==> src/rtl/oam_dma_if.sv <==
// ---------------------------------------------------------------------------
// oam_dma_if
// Bus bundle shared by the CPU-side sequencer and its environment.
//   cpu_addr_out / cpu_data_out / cpu_wen / cpu_ren : CPU request
//   cpu_data_in / cpu_rdy                           : CPU response / stall
//   mem_addr_out / mem_data_out / mem_wen / mem_ren : memory-map request
//   mem_data_in                                     : memory-map read data
//   dma_busy / dma_done                             : DMA status
// slave  : the sequencer's view (drives mem_* and the CPU response).
// master : the environment's view (CPU plus memory map).
// ---------------------------------------------------------------------------
interface oam_dma_if;
    logic [15:0] cpu_addr_out;
    logic [7:0]  cpu_data_out;
    logic        cpu_wen;
    logic        cpu_ren;
    logic [7:0]  cpu_data_in;
    logic        cpu_rdy;
    logic [15:0] mem_addr_out;
    logic [7:0]  mem_data_out;
    logic        mem_wen;
    logic        mem_ren;
    logic [7:0]  mem_data_in;
    logic        dma_busy;
    logic        dma_done;

    modport slave (
        input  cpu_addr_out, cpu_data_out, cpu_wen, cpu_ren, mem_data_in,
        output cpu_data_in, cpu_rdy, mem_addr_out, mem_data_out,
               mem_wen, mem_ren, dma_busy, dma_done
    );

    modport master (
        output cpu_addr_out, cpu_data_out, cpu_wen, cpu_ren, mem_data_in,
        input  cpu_data_in, cpu_rdy, mem_addr_out, mem_data_out,
               mem_wen, mem_ren, dma_busy, dma_done
    );
endinterface

==> src/rtl/oam_dma_ctrl.sv <==
// ---------------------------------------------------------------------------
// oam_dma_ctrl
// Bus sequencer between the CPU and the memory map. While idle, CPU cycles
// pass straight through. A CPU write to TRIG_ADDR freezes the CPU and copies
// XFER_LEN bytes from page {data, 8'h00} to DEST_ADDR as alternating
// read/write cycles, with a one-cycle alignment slot so reads always fall on
// even (par==0) cycles.
// Ports:
//   clk  : system clock
//   rst  : synchronous reset, active-high
//   bus  : oam_dma_if.slave (CPU request/response, memory map, DMA status)
// ---------------------------------------------------------------------------
module oam_dma_ctrl #(
    parameter logic [15:0] TRIG_ADDR = 16'h4014,
    parameter logic [15:0] DEST_ADDR = 16'h2004,
    parameter int unsigned XFER_LEN  = 256
) (
    input  logic      clk,
    input  logic      rst,
    oam_dma_if.slave  bus
);

    localparam int unsigned     IDX_W    = (XFER_LEN > 1) ? $clog2(XFER_LEN) : 1;
    localparam logic [IDX_W-1:0] IDX_LAST = IDX_W'(XFER_LEN - 1);

    typedef enum logic [2:0] {
        ST_IDLE  = 3'd0,
        ST_HALT  = 3'd1,
        ST_ALIGN = 3'd2,
        ST_RD    = 3'd3,
        ST_WR    = 3'd4
    } state_t;

    state_t           r_state;
    state_t           w_next;
    logic [IDX_W-1:0] r_idx;
    logic [7:0]       r_page;
    logic [7:0]       r_latch;
    logic             r_par;
    logic             r_done;

    logic             w_trig;
    logic             w_last;
    logic [7:0]       w_rd_lo;
    logic [15:0]      w_mem_addr;
    logic [7:0]       w_mem_data;
    logic             w_mem_wen;
    logic             w_mem_ren;
    logic [7:0]       w_cpu_din;
    logic             w_cpu_rdy;
    logic             w_busy;

    // Only an IDLE write to the trigger address starts a transfer.
    assign w_trig  = (r_state == ST_IDLE) && bus.cpu_wen && (bus.cpu_addr_out == TRIG_ADDR);
    assign w_last  = (r_idx == IDX_LAST);
    // Low address byte; idx never carries into the page.
    assign w_rd_lo = 8'(r_idx);

    // Next-state logic.
    always_comb begin
        w_next = r_state;
        case (r_state)
            ST_IDLE: begin
                if (w_trig) begin
                    w_next = ST_HALT;
                end else begin
                    w_next = ST_IDLE;
                end
            end
            ST_HALT: begin
                // par flips at the edge, so par==1 here means RD lands on par==0.
                if (r_par) begin
                    w_next = ST_RD;
                end else begin
                    w_next = ST_ALIGN;
                end
            end
            ST_ALIGN: w_next = ST_RD;
            ST_RD:    w_next = ST_WR;
            ST_WR: begin
                if (w_last) begin
                    w_next = ST_IDLE;
                end else begin
                    w_next = ST_RD;
                end
            end
            default:  w_next = ST_IDLE;
        endcase
    end

    // Bus outputs: passthrough in IDLE, DMA traffic otherwise.
    always_comb begin
        w_mem_addr = 16'h0000;
        w_mem_data = 8'h00;
        w_mem_wen  = 1'b0;
        w_mem_ren  = 1'b0;
        w_cpu_din  = 8'h00;
        w_cpu_rdy  = 1'b0;
        w_busy     = 1'b1;
        case (r_state)
            ST_IDLE: begin
                w_mem_addr = bus.cpu_addr_out;
                w_mem_data = bus.cpu_data_out;
                w_mem_wen  = bus.cpu_wen;
                w_mem_ren  = bus.cpu_ren;
                w_cpu_din  = bus.mem_data_in;
                w_cpu_rdy  = 1'b1;
                w_busy     = 1'b0;
            end
            ST_RD: begin
                w_mem_addr = {r_page, w_rd_lo};
                w_mem_ren  = 1'b1;
            end
            ST_WR: begin
                w_mem_addr = DEST_ADDR;
                w_mem_data = r_latch;
                w_mem_wen  = 1'b1;
            end
            default: begin
                // HALT / ALIGN: bus idle, CPU frozen.
                w_mem_addr = 16'h0000;
            end
        endcase
    end

    assign bus.mem_addr_out = w_mem_addr;
    assign bus.mem_data_out = w_mem_data;
    assign bus.mem_wen      = w_mem_wen;
    assign bus.mem_ren      = w_mem_ren;
    assign bus.cpu_data_in  = w_cpu_din;
    assign bus.cpu_rdy      = w_cpu_rdy;
    assign bus.dma_busy     = w_busy;
    assign bus.dma_done     = r_done;

    // State, transfer index, source page, data latch, parity and done pulse.
    always_ff @(posedge clk) begin
        if (rst) begin
            r_state <= ST_IDLE;
            r_idx   <= '0;
            r_page  <= 8'h00;
            r_latch <= 8'h00;
            r_par   <= 1'b0;
            r_done  <= 1'b0;
        end else begin
            r_state <= w_next;
            r_par   <= ~r_par;
            r_done  <= (r_state == ST_WR) && w_last;
            if (w_trig) begin
                r_page <= bus.cpu_data_out;
            end
            if (r_state == ST_RD) begin
                r_latch <= bus.mem_data_in;
            end
            if (r_state == ST_WR) begin
                if (w_last) begin
                    r_idx <= '0;
                end else begin
                    r_idx <= r_idx + IDX_W'(1);
                end
            end
        end
    end

endmodule

==> src/flat_wrapper.sv <==
// flat-port wrapper written by rule: the top's interface ports become plain ports
module oam_dma_ctrl_flat 
#(
    parameter logic [15:0] TRIG_ADDR = 16'h4014,
    parameter logic [15:0] DEST_ADDR = 16'h2004,
    parameter int unsigned XFER_LEN  = 256
)
  (clk, rst, bus_cpu_addr_out, bus_cpu_data_out, bus_cpu_wen, bus_cpu_ren, bus_mem_data_in, bus_cpu_data_in, bus_cpu_rdy, bus_mem_addr_out, bus_mem_data_out, bus_mem_wen, bus_mem_ren, bus_dma_busy, bus_dma_done);
  oam_dma_if bus_i ();
  input  logic clk;
  input  logic rst;
  input wire logic [$bits(bus_i.cpu_addr_out)-1:0] bus_cpu_addr_out;
  input wire logic [$bits(bus_i.cpu_data_out)-1:0] bus_cpu_data_out;
  input wire logic [$bits(bus_i.cpu_wen)-1:0] bus_cpu_wen;
  input wire logic [$bits(bus_i.cpu_ren)-1:0] bus_cpu_ren;
  input wire logic [$bits(bus_i.mem_data_in)-1:0] bus_mem_data_in;
  output wire logic [$bits(bus_i.cpu_data_in)-1:0] bus_cpu_data_in;
  output wire logic [$bits(bus_i.cpu_rdy)-1:0] bus_cpu_rdy;
  output wire logic [$bits(bus_i.mem_addr_out)-1:0] bus_mem_addr_out;
  output wire logic [$bits(bus_i.mem_data_out)-1:0] bus_mem_data_out;
  output wire logic [$bits(bus_i.mem_wen)-1:0] bus_mem_wen;
  output wire logic [$bits(bus_i.mem_ren)-1:0] bus_mem_ren;
  output wire logic [$bits(bus_i.dma_busy)-1:0] bus_dma_busy;
  output wire logic [$bits(bus_i.dma_done)-1:0] bus_dma_done;
  assign bus_i.cpu_addr_out = bus_cpu_addr_out;
  assign bus_i.cpu_data_out = bus_cpu_data_out;
  assign bus_i.cpu_wen = bus_cpu_wen;
  assign bus_i.cpu_ren = bus_cpu_ren;
  assign bus_i.mem_data_in = bus_mem_data_in;
  assign bus_cpu_data_in = bus_i.cpu_data_in;
  assign bus_cpu_rdy = bus_i.cpu_rdy;
  assign bus_mem_addr_out = bus_i.mem_addr_out;
  assign bus_mem_data_out = bus_i.mem_data_out;
  assign bus_mem_wen = bus_i.mem_wen;
  assign bus_mem_ren = bus_i.mem_ren;
  assign bus_dma_busy = bus_i.dma_busy;
  assign bus_dma_done = bus_i.dma_done;
  oam_dma_ctrl #(.TRIG_ADDR(TRIG_ADDR), .DEST_ADDR(DEST_ADDR), .XFER_LEN(XFER_LEN)) u_core (.clk(clk), .rst(rst), .bus(bus_i));
endmodule
==> config.mk <==
export PLATFORM = sky130hd
export DESIGN_NAME = oam_dma_ctrl_flat
export DESIGN_NICKNAME = d
export VERILOG_FILES = /design/src/rtl/oam_dma_if.sv /design/src/rtl/oam_dma_ctrl.sv /design/src/flat_wrapper.sv
export SDC_FILE = /design/constraint.sdc
export NUM_CORES = 1
export LEC_CHECK = 0
export CORE_MARGIN = 2
export CORE_UTILIZATION = 28
export DETAILED_ROUTE_END_ITERATION = 16
export SLEW_MARGIN = 20
export SYNTH_ARGS = -nofsm -noshare
export SYNTH_HDL_FRONTEND = slang
export SYNTH_SLANG_ARGS = --single-unit
==> constraint.sdc <==
create_clock -name clk -period 4.1 [get_ports clk]
set_input_delay 0.82 -clock clk [delete_from_list [all_inputs] [get_ports clk]]
set_output_delay 0.82 -clock clk [all_outputs]
set_load 0.02 [all_outputs]
# ---- Word-level counts from Yosys, hierarchy flattened
# Cells that the tools add are included.
# Widths: inputs -> output; s select.
dict set report word_totals {
  elab_cells 30
  reg_bits 29
}
dict set report classes {
  n_eq_ne 6
  addsub 1
  bitwise 1
  mux 12
  n_reduce_logical 4
}
# operator n
set ops {}
lappend ops {{$pmux 16 s3} 1}
lappend ops {{$eq 16x15->1 const B} 1}
lappend ops {{$mux 8} 2}
lappend ops {{$pmux 8 s2} 1}
lappend ops {{$pmux 3 s5} 1}
lappend ops {{$add 8x1->8 const B} 1}
lappend ops {{$eq 8x8->1 const B} 1}
lappend ops {{$eq 3x2->1 const B} 2}
lappend ops {{$mux 1} 4}
lappend ops {{$pmux 1 s2} 2}
lappend ops {{$eq 3x1->1 const B} 1}
lappend ops {{$eq 3x3->1 const B} 1}
lappend ops {{$logic_and 1x1->1} 3}
lappend ops {{$logic_not 3->1} 1}
lappend ops {{$mux 2} 1}
lappend ops {{$not 1->1} 1}

# ---- Logic depth before layout (Yosys ltp)
# Gate-level depths: netlist of the first run.
dict set report depth {
  word_depth 5
  depth_mapped 5
  ltp_nobuf 5
}

# ---- Least setup slack after synthesis of the first run
# OpenSTA, ideal clock, no wires.
dict set report synth_timing {
  kind {flip-flop to output port}
  start {register u_core.r_state[2]}
  end {output port bus_mem_addr_out[4]}
  stages_incl_launch_ff 5
  n_path_buf 2
  setup_slack_ns 1.809
  t_arrival_ns 1.471
  path_cell_list {dfxtp_1 -> clkbuf_1 -> or2_2 -> buf_2 -> o21ai_0}
}
dict set report synth_via {
  elab_chain_cells 2
  elab_cells_between_ends 4
}
# item line_no
set synth_rtl {}
lappend synth_rtl {{start: declaration} oam_dma_ctrl.sv:34} ;# state_t r_state;
lappend synth_rtl {{start signal: assignment} oam_dma_ctrl.sv:145} ;# r_state <= w_next;
lappend synth_rtl {{$eq 3x3->1 (tied with other cells)} oam_dma_ctrl.sv:100} ;# case (r_state)
lappend synth_rtl {{$pmux 16 s3 *} oam_dma_ctrl.sv:100}
lappend synth_rtl {{end: declaration} flat_wrapper.sv:19} ;# output wire logic [$bits(bus_i.mem_addr_out)-1:0] bus_mem_addr_out;
# Every way passes the cells marked *; elsewhere a longest branch is shown, timed or not.

# ---- Worst setup path in the final report of the first run
dict set report layout_timing {
  start {register u_core.r_state[1]}
  end {output port bus_mem_addr_out[11]}
}
# The elaborated chain is that of the path after synthesis.

==> results.sh, run 1 <==
export IMPL_dp_cells=335
export IMPL_fill_cells=568
export IMPL_clkLatencyLatePin_ns=0.28
export IMPL_die_w_um=79.4
export IMPL_place_gp_congestion=0.778
export IMPL_critPathCaptureType="primary output"
export IMPL_worst_pin_slew_ns=0.833
export IMPL_yosysMostFrequentCell="nand2_1"
export IMPL_die_area_um2=6300
export IMPL_cpPeakStageDelay_ns=0.69
export IMPL_status="finished, final reports clean"
export IMPL_grt_max_degree=24
export IMPL_htreeDepth=2
export IMPL_syn_cell_area_um2=1590
export IMPL_vias_per_cell=4.67
export IMPL_num_io_pins=73
export IMPL_seq_area_um2=581
export IMPL_grt_pass1_vias=1577
export IMPL_multi_input_comb_area_um2=935
export IMPL_clock_path_buffers=2
export IMPL_cts_setup_buffers=0
export IMPL_grtUsageTotal_pct=15.9
export IMPL_wire_per_inst_um=13.7
export IMPL_ys_warn_count=0
export IMPL_fp_dieH_um=79.4
export IMPL_ir_worst_vdd_v=0.000105
export IMPL_path_class="register to primary output"
export IMPL_synth_edf_count=0
export IMPL_vias=1602
export IMPL_critPathArrivalTime_ns=2.42
export IMPL_crit_chain="nor3_2 > buf_4 > a22o_1 > clkdlybuf4s50_1"
export IMPL_yosysTopAreaCellShare_pct=36.5
export IMPL_maxCapViolations=0
export IMPL_ctsResizeCount=0
export IMPL_grt_ovfl_total=0
export IMPL_area_delta_synth_final_pct=56.2
export IMPL_cts_hold_buf=0
export IMPL_antenna_left=0
export IMPL_tns_ns=0
export IMPL_antennaDiodeCount=0
export IMPL_skew_ns=0.00608
export IMPL_power_density_nw_per_um2=270
export IMPL_clkTransAtPathRegs_ns=0.07
export IMPL_synth_cell_types=35
export IMPL_numClockSinks=29
export IMPL_root_buffer="clkbuf_8"
export IMPL_yosysTopAreaCell="dfxtp_1"
export IMPL_startpoint_type="register"
export IMPL_port_buffers=72
export IMPL_grt_first_pass_wirelength_mm=7.69
export IMPL_ys_async_sr_fraction_pct=0
export IMPL_cpMaxStageDelayCell="nor3_2"
export IMPL_synthesis_instances=198
export IMPL_hold_viol_final=0
export IMPL_hpwl_mm=3.47
export IMPL_cp_required_ns=3.28
export IMPL_routed_wl_mm=4.71
export IMPL_post_route_period_util_pct=79.0
export IMPL_ys_seq_area_share_pct=36.5
export IMPL_synth_flop_cell="dfxtp_1"
export IMPL_drv_slew=0
export IMPL_drc=0
export IMPL_numCtsBuffers=5
export IMPL_power_mw=0.670
export IMPL_finalNonFillerCells=343
export IMPL_tritoncts="done"
export IMPL_synth_common_cells="nand2_1 (44), dfxtp_1 (29), nor2_1 (22), mux2i_1 (16)"
export IMPL_cp_max_fo=13
export IMPL_core_um2=5510
export IMPL_final_util_pct=45.1
export IMPL_drive_gt1_share_pct=7.75
export IMPL_syn_area_per_cell_um2=8.03
export IMPL_drt_first_pass_iters=4
export IMPL_synthTopCellsByArea="dfxtp_1 (37%), nand2_1 (10%), mux2i_1 (10%)"
export IMPL_fmax_mhz=309
export IMPL_setup_violations_final=0
export IMPL_p_leak_nw=0.939
export IMPL_antenna_found_initial=0
export IMPL_initial_core_util_pct=28.9
export IMPL_period_minus_slack_ns=3.24
export IMPL_rows=27
export IMPL_synth_nets=235
export IMPL_ys_seq_elements=29
export IMPL_grt_setup_unrepaired="no"
export IMPL_hp_class="register to register"
export IMPL_finalNetCount=307
export IMPL_hold_slack_ns=0.412
export IMPL_initialDrtViolationCount=123
export IMPL_max_slew_margin_pct=44.2
-- cells in the final DEF (no fill, tap or decap) --
cell type / count
clkdlybuf4s50_1: 72
nand2_1: 44
dfxtp_1: 29
nor2_1: 22
mux2i_1: 16
a22o_1: 13
and2_1: 13
a21oi_1: 9
clkbuf_8: 7
buf_4: 6
xor2_1: 5
o21ai_0: 3
nand4_1: 3
nand3_1: 3
inv_1: 2
or2_2: 2
nor4_1: 2
nor3_1: 2
and3_1: 2
xnor2_1: 2
nor3_2: 1
clkinv_1: 1
nor4b_1: 1
and4_1: 1
a31oi_1: 1
or3b_1: 1
nor4_4: 1
a31oi_2: 1
a22oi_1: 1
a211oi_2: 1
mux2_2: 1
o31a_1: 1
ha_1: 1
clkinv_2: 1
-- final cells by class --
cell class | count | share of cell area (%)
Timing Repair Buffer | 78 | 30.8
Inverter | 3 | 0.453
Tap cell | 72 | 3.63
Sequential cell | 29 | 23.4
Multi-Input combinational cell | 153 | 37.6
Clock buffer | 7 | 3.88
Clock inverter | 1 | 0.202
-- power by group --
group          internal, mW  total (mW)  switching, mW
logic                0.0731       0.128         0.0547
registers             0.282       0.283       0.000326
clock network         0.151       0.259          0.108
-- worst paths after layout --
check             slack, ns         startpoint                   end  depth (start not counted)
setup / recovery       0.86  u_core.r_state[1]  bus_mem_addr_out[11]                          4
hold / removal         0.41       u_core.r_par          u_core.r_par                          1
hold reg to reg        0.41       u_core.r_par          u_core.r_par                          1
setup reg to reg       2.03  u_core.r_state[1]      u_core.r_page[0]                          5
-- sequential cells by signal, indices dropped and copies added, names as in the netlist --
register,count
u_core.r_latch,8
u_core.r_state,3
u_core.r_idx,8
u_core.r_par,1
u_core.bus.dma_done,1
u_core.r_page,8
-- stage by stage --
step / instance area [µm²] / setup slack (ns)
after detailed placement: 2380 / 1.13
final: 2480 / 0.862
after CTS: 2480 / 0.821
after global placement: 2380 / 1.13
after floorplan: 1590 / 1.81
after global routing: 2480 / 0.674
-- layer usage --
metal / vias to the layer above / wire, µm / global-route usage (%)
met5: - / 0 / 0
met4: 0 / 59 / 5.69
met3: 6 / 299 / 3.86
met2: 55 / 2130 / 26.0
met1: 719 / 2230 / 20.2
li1: 822 / - / -
-- cells by family after synthesis --
family / share of synthesized area (%)
and+or+nand+nor: 29.4
muxes: 10.8
adders and majority gates: 0.787
DFF: 36.5
xor gates and xnor gates: 3.86
AOI/OAI and AO/OA: 13.9
buffers and inverters: 4.72
-- critical path: cells and delay by family (launching register included) --
family	cells	cell delay, ns
buffers and inverters	2	0.93
AO/OA/AOI/OAI	1	0.15
AND/OR/NAND/NOR	1	0.69
flip-flops	1	0.36
Note: power is estimated with default switching activity, not from simulation.
==> run 2: changes to the inputs <==
==> constraint.sdc (replaced) <==
create_clock -name clk -period 3.2 [get_ports clk]
set_input_delay 0.64 -clock clk [delete_from_list [all_inputs] [get_ports clk]]
set_output_delay 0.64 -clock clk [all_outputs]
set_load 0.02 [all_outputs]
==> results.sh, run 2 (same netlist as run 1, synthesis figures left out) <==
export IMPL_min_from="u_core.r_par"
export IMPL_layout_common_cells="clkdlybuf4s50_1 (72), nand2_1 (44), dfxtp_1 (29)"
export IMPL_cp_max_fo=11
export IMPL_post_route_period_util_pct=85.2
export IMPL_p_int_mw=0.610
export IMPL_ir_worst_vdd_v=0.000129
export IMPL_area_delta_synth_final_pct=55.3
export IMPL_grt_pass1_vias=1559
export IMPL_crit_chain="nand2_1 > or2_2 > o21ai_0 > clkdlybuf4s50_1"
export IMPL_root_buffer="clkbuf_8"
export IMPL_setup_slack_ns=0.472
export IMPL_fmax_mhz=367
export IMPL_numCtsBuffers=5
export IMPL_hpwl_mm=3.43
export IMPL_hold_viol_final=0
export IMPL_drc=0
export IMPL_p_sw_mw=0.200
export IMPL_switching_share_pct=24.7
export IMPL_power_density_nw_per_um2=328
export IMPL_pwr_share_clk_pct=34.9
export IMPL_drt_first_pass_iters=4
export IMPL_cts_setup_buffers=0
export IMPL_layout_commonest_cell="clkdlybuf4s50_1"
export IMPL_die_w_um=79.4
export IMPL_multi_input_comb_area_um2=935
export IMPL_clkTransAtPathRegs_ns=0.05
export IMPL_worst_pin_slew_ns=0.459
export IMPL_top_regs="u_core.r_idx (8), u_core.r_latch (8), u_core.r_page (8)"
export IMPL_period_minus_slack_ns=2.73
export IMPL_die_area_um2=6300
export IMPL_initial_core_util_pct=28.9
export IMPL_port_buffers=72
export IMPL_grt_setup_unrepaired="no"
export IMPL_maxCapViolations=0
export IMPL_r2r_start="u_core.r_state[2]"
export IMPL_fp_dieH_um=79.4
export IMPL_grt_max_degree=24
export IMPL_vias=1658
export IMPL_status="finished, final reports clean"
export IMPL_cp_required_ns=2.56
export IMPL_path_class="register to primary output"
export IMPL_clock_path_buffers=2
export IMPL_num_io_pins=73
export IMPL_pre_cts_ws_ns=0.601
export IMPL_finalNetCount=308
export IMPL_cts_hold_buf=0
export IMPL_routed_wl_mm=4.76
export IMPL_place_gp_congestion=0.774
export IMPL_seqPwrFrac_pct=44.8
export IMPL_htreeDepth=2
export IMPL_drive_gt1_share_pct=6.99
export IMPL_initialDrtViolationCount=90
export IMPL_path_delay_family="buffers and inverters"
export IMPL_grtUsageTotal_pct=15.4
export IMPL_clkLatencyLatePin_ns=0.28
export IMPL_drv_slew=0
export IMPL_seq_area_um2=581
export IMPL_ctsResizeCount=0
export IMPL_hp_class="register to register"
export IMPL_cpPeakStageDelay_ns=0.63
export IMPL_startpoint_type="register"
export IMPL_vias_per_cell=4.82
export IMPL_tns_ns=0
export IMPL_core_um2=5510
export IMPL_fill_cells=575
export IMPL_path_buf_inv=1
export IMPL_setup_violations_final=0
export IMPL_numClockSinks=29
export IMPL_antennaDiodeCount=0
export IMPL_skew_ns=0.00490
export IMPL_max_slew_margin_pct=69.2
export IMPL_critPathCaptureType="primary output"
export IMPL_cpMaxStageDelayCell="clkdlybuf4s50_1"
export IMPL_grt_ovfl_total=0
export IMPL_p_comb_share_pct=20.4
export IMPL_antenna_left=0
export IMPL_tritoncts="done"
export IMPL_antenna_found_initial=0
export IMPL_wire_per_inst_um=13.8
export IMPL_power_mw=0.809
export IMPL_rows=27
export IMPL_grt_first_pass_wirelength_mm=7.45
export IMPL_critPathArrivalTime_ns=2.09
export IMPL_p_leak_nw=0.929
export IMPL_crit_path_start="u_core.r_state[0]"
-- run 2: worst paths after layout --
check	end	slack, ns	cells past startpoint
worst max-delay path	bus_mem_addr_out[4]	0.47	4
worst min-delay path	u_core.r_par	0.41	1
worst max register to register	u_core.r_page[3]	1.49	6
worst min register to register	u_core.r_par	0.41	1
-- run 2: final cells by class --
| class | instances | area share, % |
|---|---|---|
| multi-input combinational | 153 | 37.8 |
| inverter | 3 | 0.456 |
| timing repair buffer | 79 | 31.3 |
| tap | 72 | 3.65 |
| clock buffer | 8 | 3.24 |
| sequential | 29 | 23.5 |
-- run 2: through the flow --
stage	hold slack (ns)	utilization (%)	instance area, µm²	instances
floorplan	0.393	-	1590	198
global route	0.421	44.9	2470	344
global placement	0.407	43.4	2390	336
detailed placement	0.407	43.4	2390	336
finish	0.411	44.9	2470	344
CTS	0.415	44.9	2470	344
-- run 2: power groups by stage --
stage / combinational (mW) / clock (mW) / sequential (mW)
after floorplan: 0.0610 / 0 / 0.370
after global placement: 0.166 / 0 / 0.370
after detailed placement: 0.165 / 0 / 0.370
after CTS: 0.166 / 0.290 / 0.362
after global routing: 0.176 / 0.304 / 0.362
final: 0.165 / 0.282 / 0.362
-- run 2: per-layer routing --
| metal | track usage, % | vias to the layer above | wire (µm) |
|---|---|---|---|
| met1 | 20.7 | 759 | 2240 |
| met5 | 0 | - | 0 |
| met3 | 2.95 | 9 | 313 |
| met4 | 6.21 | 0 | 66 |
| li1 | - | 824 | - |
| met2 | 24.2 | 66 | 2140 |
==> run 3: changes to the inputs <==
--- a/config.mk
+++ b/config.mk
@@ -6,8 +6,9 @@
 export NUM_CORES = 1
 export LEC_CHECK = 0
 export CORE_MARGIN = 2
-export CORE_UTILIZATION = 28
+export CORE_UTILIZATION = 37
 export DETAILED_ROUTE_END_ITERATION = 16
+export PLACE_DENSITY = 0.76
 export SLEW_MARGIN = 20
 export SYNTH_ARGS = -nofsm -noshare
 export SYNTH_HDL_FRONTEND = slang
==> constraint.sdc (replaced) <==
create_clock -name clk -period 2.5 [get_ports clk]
set_input_delay 0.5 -clock clk [delete_from_list [all_inputs] [get_ports clk]]
set_output_delay 0.5 -clock clk [all_outputs]
set_load 0.02 [all_outputs]
==> results.sh, run 3 (same netlist as run 1, synthesis figures left out) <==
export IMPL_clkLatencyLatePin_ns=0.27
export IMPL_clkTransAtPathRegs_ns=0.06
export IMPL_tns_ns=0
export IMPL_place_gp_congestion=0.826
export IMPL_htreeDepth=2
export IMPL_fill_cells=373
export IMPL_numClockSinks=29
export IMPL_grt_ovfl_total=0
export IMPL_status="finished, final reports clean"
export IMPL_port_buffers=72
export IMPL_path_delay_family="buffers and inverters"
export IMPL_max_slew_margin_pct=71.0
export IMPL_num_io_pins=73
export IMPL_rows=23
export IMPL_power_density_nw_per_um2=461
export IMPL_fp_dieH_um=69.6
export IMPL_ir_worst_vdd_v=0.000308
export IMPL_grt_pass1_vias=1468
export IMPL_post_route_period_util_pct=93.9
export IMPL_fmax_mhz=426
export IMPL_grt_first_pass_wirelength_mm=7.21
export IMPL_tritoncts="done"
export IMPL_cp_max_fo=14
export IMPL_p_leak_nw=1.02
export IMPL_clock_path_buffers=2
export IMPL_grt_max_degree=18
export IMPL_cpMaxStageDelayCell="clkdlybuf4s50_1"
export IMPL_cp_required_ns=2.00
export IMPL_maxCapViolations=0
export IMPL_hp_class="register to register"
export IMPL_drt_first_pass_iters=4
export IMPL_area_delta_synth_final_pct=58.3
export IMPL_root_buffer="clkbuf_8"
export IMPL_hold_slack_ns=0.410
export IMPL_grt_setup_unrepaired="no"
export IMPL_antenna_found_initial=0
export IMPL_power_mw=1.16
export IMPL_critPathCaptureType="primary output"
export IMPL_top_regs="u_core.r_idx (8), u_core.r_latch (8), u_core.r_page (8)"
export IMPL_die_area_um2=4840
export IMPL_grtUsageTotal_pct=18.5
export IMPL_hpwl_mm=3.26
export IMPL_initialDrtViolationCount=63
export IMPL_antennaDiodeCount=0
export IMPL_finalNetCount=310
export IMPL_setup_violations_final=0
export IMPL_crit_chain="nor3_2 > buf_4 > a22o_1 > clkdlybuf4s50_1"
export IMPL_antenna_left=0
export IMPL_cts_hold_buf=0
export IMPL_initial_core_util_pct=39.2
export IMPL_path_buf_inv=2
export IMPL_worst_pin_slew_ns=0.432
export IMPL_vias=1598
export IMPL_drc=0
export IMPL_skew_ns=0.00515
export IMPL_core_um2=4060
export IMPL_startpoint_type="register"
export IMPL_layout_common_cells="clkdlybuf4s50_1 (64), nand2_1 (44), dfxtp_1 (26)"
export IMPL_hold_viol_final=0
export IMPL_drv_slew=0
export IMPL_critPathArrivalTime_ns=1.85
export IMPL_die_w_um=69.6
export IMPL_period_minus_slack_ns=2.35
export IMPL_cpPeakStageDelay_ns=0.59
export IMPL_wire_per_inst_um=13.2
export IMPL_dp_cells=316
export IMPL_drive_gt1_share_pct=9.49
export IMPL_path_class="register to primary output"
export IMPL_numCtsBuffers=5
export IMPL_layout_commonest_cell="clkdlybuf4s50_1"
export IMPL_finalNonFillerCells=324
export IMPL_routed_wl_mm=4.28
export IMPL_vias_per_cell=4.93
## run 3: cell count changes in the layout (fill, tap and decap cells not counted), moves of 2 or more
cell	previous run	this run
clkdlybuf4s50_1	72	64
dfxtp_2	0	3
clkbuf_1	3	1
dfxtp_1	29	26
dlymetal6s2s_1	0	7
## run 3: stage by stage
stage / instance area (µm²) / utilization [%] / setup WS [ns]
2_1_floorplan: 1590 / - / 0.529
3_3_place_gp: 2380 / 58.6 / 0.168
3_5_place_dp: 2380 / 58.6 / 0.178
4_1_cts: 2490 / 61.4 / 0.0339
5_1_grt: 2520 / 62.0 / 0.0589
6_report: 2520 / 62.0 / 0.154
## run 3: layer usage
layer / GRT usage, % / wire [µm] / vias up
met3: 4.80 / 358 / 4
met2: 28.4 / 1970 / 58
met4: 5.23 / 36 / 0
met5: 0 / 0 / -
met1: 25.7 / 1910 / 710
li1: - / - / 826
## run 3: report_power, final
group	leakage (nW)	total [mW]	switching (mW)	internal, mW
clock	0.0585	0.489	0.165	0.324
sequential	0.235	0.464	0.000485	0.463
combinational	0.731	0.208	0.0896	0.118
## run 3: path summary, 6_finish.rpt
kind / startpoint / end / slack [ns] / cells past startpoint
worst min-delay path: u_core.r_par / u_core.r_par / 0.41 / 1
worst min register to register: u_core.r_par / u_core.r_par / 0.41 / 1
worst max register to register: u_core.r_state[2] / u_core.r_page[4] / 0.87 / 6
worst max-delay path: u_core.r_state[2] / bus_mem_addr_out[10] / 0.15 / 4
## run 3: worst reg2reg max path, cell delays in order, from the launching register on
cell     delay (ns)
dfxtp_2        0.38
nor3_2         0.21
buf_4          0.23
nand2_1        0.11
nor3_1         0.19
buf_4          0.23
mux2i_1        0.22
## run 3: area by class of cell
class	instances	area, µm²	share of cell area [%]
sequential	29	584	23.2
clock inverter	1	30.0	1.19
multi-input combinational	153	935	37.1
inverter	3	11.3	0.447
tap	50	62.6	2.49
clock buffer	7	86.3	3.43
timing repair buffer	81	808	32.1
## run 3: repair_timing
action | CTS | global route
buffers inserted | 0 | 0
pin swaps | 0 | 0
cloned | 0 | 0
resized for setup | 1 | 11
setup endpoints to repair | 1 | 15
